`src/rtl/div_pkg.sv`:
```
// Shared types and sizing for the restoring-divider sequencing controller.
package div_pkg;
  localparam int DIV_WIDTH  = 32;
  localparam int ITER_CNT_W = $clog2(DIV_WIDTH);

  typedef enum logic [2:0] {
    S_IDLE,
    S_LOAD,
    S_INIT,
    S_SUB,
    S_SHIFT,
    S_FIX,
    S_DONE
  } div_state_t;
endpackage

```
`src/rtl/div_iter_counter.sv`:
```
// Quotient-iteration counter: counts 0..WIDTH-1, flags the final iteration.
module div_iter_counter
  import div_pkg::*;
#(
  parameter int WIDTH = DIV_WIDTH
) (
  input  logic clk,
  input  logic Reset,
  input  logic clear_i,
  input  logic inc_i,
  output logic last_o
);
  localparam int CNT_W = (WIDTH > 1) ? $clog2(WIDTH) : 1;
  localparam logic [CNT_W-1:0] LAST = CNT_W'(WIDTH - 1);

  logic [CNT_W-1:0] cnt_q;
  logic [CNT_W-1:0] cnt_d;

  // Saturate at LAST so a stray increment can never wrap the count.
  always_comb begin
    cnt_d = cnt_q;
    if (clear_i) begin
      cnt_d = '0;
    end else if (inc_i && (cnt_q != LAST)) begin
      cnt_d = cnt_q + CNT_W'(1);
    end
  end

  always_ff @(posedge clk) begin
    if (Reset) begin
      cnt_q <= '0;
    end else begin
      cnt_q <= cnt_d;
    end
  end

  assign last_o = (cnt_q == LAST);
endmodule

```
`src/rtl/divider_ctrl.sv`:
```
// Sequencing controller for the shift-subtract (restoring) divider datapath.
module divider_ctrl
  import div_pkg::*;
#(
  parameter int WIDTH = DIV_WIDTH
) (
  input  logic clk,
  input  logic Reset,
  input  logic start,
  input  logic divisor_zero,
  input  logic alu_msb,
  output logic dp_reset,
  output logic W_ctrl,
  output logic shift_en,
  output logic quot_bit,
  output logic rem_we,
  output logic hi_shr,
  output logic busy,
  output logic done,
  output logic div_zero
);
  div_state_t state_q;
  logic       quot_q;
  logic       div_zero_q;
  logic       cnt_last;
  logic       cnt_clear;
  logic       cnt_inc;

  assign cnt_clear = (state_q == S_IDLE) || (state_q == S_LOAD) ||
                     ((state_q == S_SHIFT) && cnt_last);
  assign cnt_inc   = (state_q == S_SHIFT) && !cnt_last;

  div_iter_counter #(.WIDTH(WIDTH)) u_iter_cnt (
    .clk    (clk),
    .Reset  (Reset),
    .clear_i(cnt_clear),
    .inc_i  (cnt_inc),
    .last_o (cnt_last)
  );

  always_ff @(posedge clk) begin
    if (Reset) begin
      state_q    <= S_IDLE;
      quot_q     <= 1'b0;
      div_zero_q <= 1'b0;
    end else begin
      case (state_q)
        S_IDLE:  if (start) state_q <= S_LOAD;
        S_LOAD: begin
          // A zero divisor skips the iterations entirely; the flag stays until the next LOAD.
          div_zero_q <= divisor_zero;
          state_q    <= divisor_zero ? S_DONE : S_INIT;
        end
        S_INIT:  state_q <= S_SUB;
        S_SUB: begin
          quot_q  <= ~alu_msb;
          state_q <= S_SHIFT;
        end
        S_SHIFT: state_q <= cnt_last ? S_FIX : S_SUB;
        S_FIX:   state_q <= S_DONE;
        S_DONE:  state_q <= S_IDLE;
        default: state_q <= S_IDLE;
      endcase
    end
  end

  // Output decode from the registered state; rem_we alone also looks at alu_msb.
  assign dp_reset = (state_q == S_LOAD);
  assign W_ctrl   = (state_q == S_LOAD);
  assign shift_en = (state_q == S_INIT) || (state_q == S_SHIFT);
  assign quot_bit = (state_q == S_SHIFT) && quot_q;
  assign rem_we   = (state_q == S_SUB) && !alu_msb;
  assign hi_shr   = (state_q == S_FIX);
  assign busy     = (state_q != S_IDLE);
  assign done     = (state_q == S_DONE);
  assign div_zero = div_zero_q;
endmodule

```
`config.mk`:
```
export PLATFORM = sky130hd
export DESIGN_NAME = divider_ctrl
export DESIGN_NICKNAME = d
export VERILOG_FILES = /design/src/rtl/div_pkg.sv /design/src/rtl/div_iter_counter.sv /design/src/rtl/divider_ctrl.sv
export SDC_FILE = /design/constraint.sdc
export NUM_CORES = 1
export LEC_CHECK = 0
export CORE_AREA = 2 2 39 41
export CTS_CLUSTER_DIAMETER = 100
export DETAILED_ROUTE_END_ITERATION = 8
export DIE_AREA = 0 0 41 43
export PLACE_DENSITY = 0.78
export SYNTH_ARGS = -nofsm -noshare
export SYNTH_HDL_FRONTEND = slang
export SYNTH_SLANG_ARGS = --single-unit
```
`constraint.sdc`:
```
create_clock -name clk -period 2.6 [get_ports clk]
set_clock_uncertainty 0.15 [all_clocks]
set_input_delay 0.78 -clock clk [delete_from_list [all_inputs] [get_ports clk]]
set_output_delay 0.78 -clock clk [all_outputs]
set_load 0.01 [all_outputs]
```
* Yosys cells after proc, flatten, opt, wreduce, memory -nomap -nowiden
Cells that the tools add are included.
** Word-level totals
- Logic and storage cells :: 32
- Register bits :: 10
- Input bits :: 5
** Cells by class
- Mux-type cells :: 4
- Reductions and logical operators :: 13
- $add $sub $neg :: 1
- Equality and inequality tests :: 9
- Bitwise logic cells :: 1
** Operator list (number)
- $pmux 3 s6 :: 1
- $eq 3x3->1 const B :: 3
- $mux 3 :: 3
- $eq 3x2->1 const B :: 2
- $add 5x1->5 const B :: 1
- $eq 5x5->1 const B :: 1
- $logic_and 1x1->1 :: 5
- $ne 5x5->1 const B :: 1
- $eq 3x1->1 const B :: 1
- $logic_not 3->1 :: 1
- $logic_or 1x1->1 :: 3
- $reduce_bool 3->1 :: 1
- $logic_not 1->1 :: 2
- $ne 2x2->1 const B :: 1
- $reduce_or 2->1 :: 1
- $not 1->1 :: 1

* Longest topological paths before layout
- Depth after elaboration :: 4
- Depth in mapped cells :: 6

* Modules after synthesis
From an unflattened synthesis, not the netlist that was laid out.
** Unflattened totals
- Cells, all modules :: 65
- Area total of the unflattened synthesis :: 548.0 sq um
** By module, submodules not included
- divider_ctrl :: cells each 39, area an instance 309.0 sq um, times used 1
- div_iter_counter :: cells each 26, area an instance 239.0 sq um, times used 1

* Least setup slack after synthesis
OpenSTA, ideal clock, no wires.
- Path type :: reg-to-reg
- Start point :: register u_iter_cnt.cnt_q[0]
- End point :: register u_iter_cnt.cnt_q[3]
- Period minus slack after synthesis :: 2.181 ns
- Stages on the path, launching flop included :: 7
- Data arrival time :: 1.951 ns
- Path slack :: 0.419 ns
- Required time :: 2.371 ns
- Cells stage by stage :: dfxtp_1 -> ha_1 -> and3_1 -> ha_1 -> or4b_4 -> or3_1 -> a211oi_2
** On the way
- Longest elaborated chain between the ends :: 4
- Elaborated cells between the ends (all ways) :: 9
** RTL lines
- from (decl) :: line div_iter_counter.sv:16 : logic [CNT_W-1:0] cnt_q;
- from (signal assigned) :: line div_iter_counter.sv:33 : cnt_q <= cnt_d;
- branches (longest 4 deep; another with $add 5x1->5)
Several ways; the timed one is not identified.
A chain may end at the register's enable or synchronous reset.

* Worst setup path after layout
- Start point :: register state_q[0]
- End point :: output port busy
** On the way
- Longest elaborated chain between the ends :: 1
** RTL lines
- from (decl) :: line divider_ctrl.sv:22 : div_state_t state_q;
- from (signal assigned) :: line divider_ctrl.sv:52 : state_q <= divisor_zero ? S_DONE : S_INIT;
- from (signal assigned) :: line divider_ctrl.sv:59 : S_SHIFT: state_q <= cnt_last ? S_FIX : S_SUB;
- $reduce_bool 3->1 :: line divider_ctrl.sv:74 : assign busy = (state_q != S_IDLE);
- to (decl) :: line divider_ctrl.sv:18 : output logic busy,
No other way between the ends.

==> impl_results.md <==
* Post-DRT Antenna Nets at 0
* CTS buffer count at 3
* CP max FO at 7
* Multi-input gate area at 327 sq um
* Compound-Gate Fraction of Synth Area at 0.141
* VDD IR max at 0.258 mV
* Library cells used by synthesis at 30
* Clock Power Share at 0.348
* Num rows at 14
* CTS tree: yes
* Initial Utilization at 0.397
* Critical path class: flip-flop to primary output
* Clk slew on worst S/H paths at ~0.07 ns
* Maximum clock path buffer count at 2
* Crit path max-delay cell type: clkdlybuf4s50_1
* Clk sinks at 10
* Initial antenna violation count at 0
* Synth-to-layout area growth at 38.7%
* Xor and xnor area share after synthesis at 0.0319
* Reg2Reg Depth at 6
* Crit-path max cell delay at 0.48 ns
* DR vias at 517
* Lkg Pwr at 0.300 nW
* Die Height at 43 microns
* Fin nets at 89
* Type of the most critical hold path: flip-flop to flip-flop
* Synth Area per Inst at 8.72 sq um
* Tot GR Track Use at 0.175
* Layout cells sized above 1 at 0.198
* Port bufs at 13
* Startpoint types: flip-flop
* Pre-CTS setup slack at -0.387 ns
* #FFs+latches synth at 10
* Die Span X at around 41 microns
* Worst Hold Depth at 2
* Final setup violation count at 0
* Psw at 0.101 mW
* Fillers at 129
* Commonest non-fill, non-tap cells in the layout: clkdlybuf4s50_1, dfxtp_1, buf_4, nor3_1
* Routed wire per std cell at 12.1 microns
* DP HPWL at 922 microns
* Simple logic cell fraction of the synthesized area at 0.308
* Yosys warnings at 0
* Worst Tran Pin Value at roughly 0.56 ns
* H-Tree Depth at 1
* Worst EP required at 1.67 ns
* Fin worst setup slack at 0.0704 ns
* Full die area at around 1800 sq um
* Hold path start: quot_q$_SDFFE_PP0P_
* Residual DRC at 0
* Global-route wire length before repair at 2130 microns
* Worst r2r dst: u_iter_cnt.cnt_q[3]$_SDFFE_PP0P_
* CP arrival at approximately 1.6 ns
* Vias in the first global route at 503
* Drt first pass iters at 4
* F_max at 395 MHz
* Min cycle time layout at 2.53 ns
* Unrepaired setup endpoints after global routing: no
* Hold violation total from the final report at 0
* Final Cycle Share at 0.973
* Comb pwr share at 0.233
* ANT cells at 0
* Most common cell after layout, fill and taps aside: clkdlybuf4s50_1
* Finished Layout Cells at 97
* Worst reg2reg setup slack at 0.28 ns
* Critical Path End Type: primary output
* CP Buf/Inv Count at 2
* Root buf cell: clkbuf_4
* Main combinational cell family by area after synthesis: simple AND/OR/NAND/NOR gates
* Area leader, netlist: dfxtp_1
* DRT iter0 DRCs at 6
* Max-Cap Viols at 0
* Post-synthesis cell area at 549 sq um
* DP Cell Count at between 90 and 100
* Vias/cell at between 5 and 6
* Area contributors post-synth: dfxtp_1, mux2i_1, ha_1
* Hold WS at 0.316 ns
* Worst Hold Path EP: quot_q$_SDFFE_PP0P_
* Grt ovf at 0
* Register share of total power at 0.419
* WL final at 1170 microns
* Maximum number of pins on one net before global-route repair at 10
* Core box area at 1380 sq um
* Sw frac at 0.256
* RR Startpoint: u_iter_cnt.cnt_q[0]$_SDFFE_PP0P_
* Routability congestion estimate at between 0.7 and 0.8
* Synth Area in Adders at 0.0456
* Slew Limit Headroom at 0.620
* Delay-heaviest family, CP: buffers and inverters
* # IOs at 14
* Post-route cell area at 762 sq um
* Top-area cell type share of the netlist area at 0.364
* Pint at 0.295 mW
* Mux cell area share after synthesis at 0.0547
* Register area at 201 sq um
* Placed Area at between 700 and 800 sq um
* Cell Pwr Density at 520 nW/um^2
* Clk_lat worst skew at roughly 0.26 ns
* Register area share after synthesis at 0.364
* Critical path, cell by cell: buf_4 -> or3_1 -> clkdlybuf4s50_1
* Slew Viols, Final at 0
* Synth Instances at 63
* Outcome: completed
* Post-Syn Nets at 70
[synthesized netlist by cell type (all sizes together)]
cell / count
dfxtp: 10
nor2: 4
mux2i: 3
xnor2: 2
or4b: 1
nor4b: 1
clkbuf: 3
nand2: 2
or2: 1
nand3: 1
and3b: 2
o21bai: 1
nor3: 5
nand3b: 1
nor3b: 2
a211oi: 3
ha: 2
a21o: 1
and3: 1
inv: 2
nor4bb: 1
buf: 2
o21ai: 3
nand2b: 1
a21oi: 4
nor2b: 1
or3: 3
[power groups by stage]
stage	Combinational, mW	Clock [mW]	Sequential, mW
CTS	0.0927	0.143	0.166
floorplan	0.0477	0	0.169
global placement	0.0879	0	0.169
finish	0.0921	0.138	0.166
detailed placement	0.0922	0	0.169
global route	0.101	0.150	0.167
[how the worst max path moves through the flow]
stage,start,to,slack (ns),depth (start not counted)
after floorplan,u_iter_cnt.cnt_q[0]$_SDFFE_PP0P_,u_iter_cnt.cnt_q[3]$_SDFFE_PP0P_,0.42,6
after global placement,alu_msb,rem_we,-0.37,4
after detailed placement,alu_msb,rem_we,-0.39,4
after CTS,alu_msb,rem_we,0.03,4
after global routing,state_q[1]$_SDFFE_PP0P_,quot_bit,0.003,3
final,state_q[0]$_SDFFE_PP0P_,busy,0.07,3
[tightest hold or removal path: stages, from the launching register on]
cell     delay (ns)
dfxtp_1        0.31
nand2_1        0.05
a21oi_1        0.06
[cell type report]
cell class,instances,area share
Multi-Input combinational cell,46,0.429
Sequential cell,10,0.264
Timing Repair Buffer,19,0.223
Clock buffer,4,0.0476
Tap cell,16,0.0263
Inverter,2,0.00985
[logic make-up (layout without fill, tap and decap cells)]
kind of cell             Yosys count  count (layout)
AO/OA/AOI/OAI                     12              12
XOR/XNOR                           2               2
adder cells (fa/ha/maj)            2               2
buffers and inverters              7              25
flip-flops                        10              10
multiplexers                       3               3
AND/OR/NAND/NOR                   27              27
[per-layer routing]
metal  track usage  wire length, microns  up-vias
li1              -                     -      267
met1         0.221                   512      238
met2         0.263                   600       10
met3        0.0366                    35        2
met4         0.100                    22        0
met5             0                     0        -
[registers in the layout, indices dropped and copies added (netlist names)]
| signal | count |
|---|---|
| state_q | 3 |
| div_zero | 1 |
| u_iter_cnt.cnt_q | 5 |
| quot_q | 1 |
[per-stage QoR]
| step | utilization | setup TNS [ns] | total power, mW |
|---|---|---|---|
| after floorplan | - | 0 | 0.217 |
| after global placement | 0.522 | -0.373 | 0.257 |
| after detailed placement | 0.522 | -0.387 | 0.261 |
| after CTS | 0.548 | 0 | 0.401 |
| after global routing | 0.551 | 0 | 0.419 |
| final | 0.551 | 0 | 0.396 |
[repair_timing]
action	4_1_cts	5_1_grt
resized for setup	5	2
setup endpoints to repair	3	2
hold buffers	0	0
buffers inserted	0	0
(Power assumes the default switching activity.)
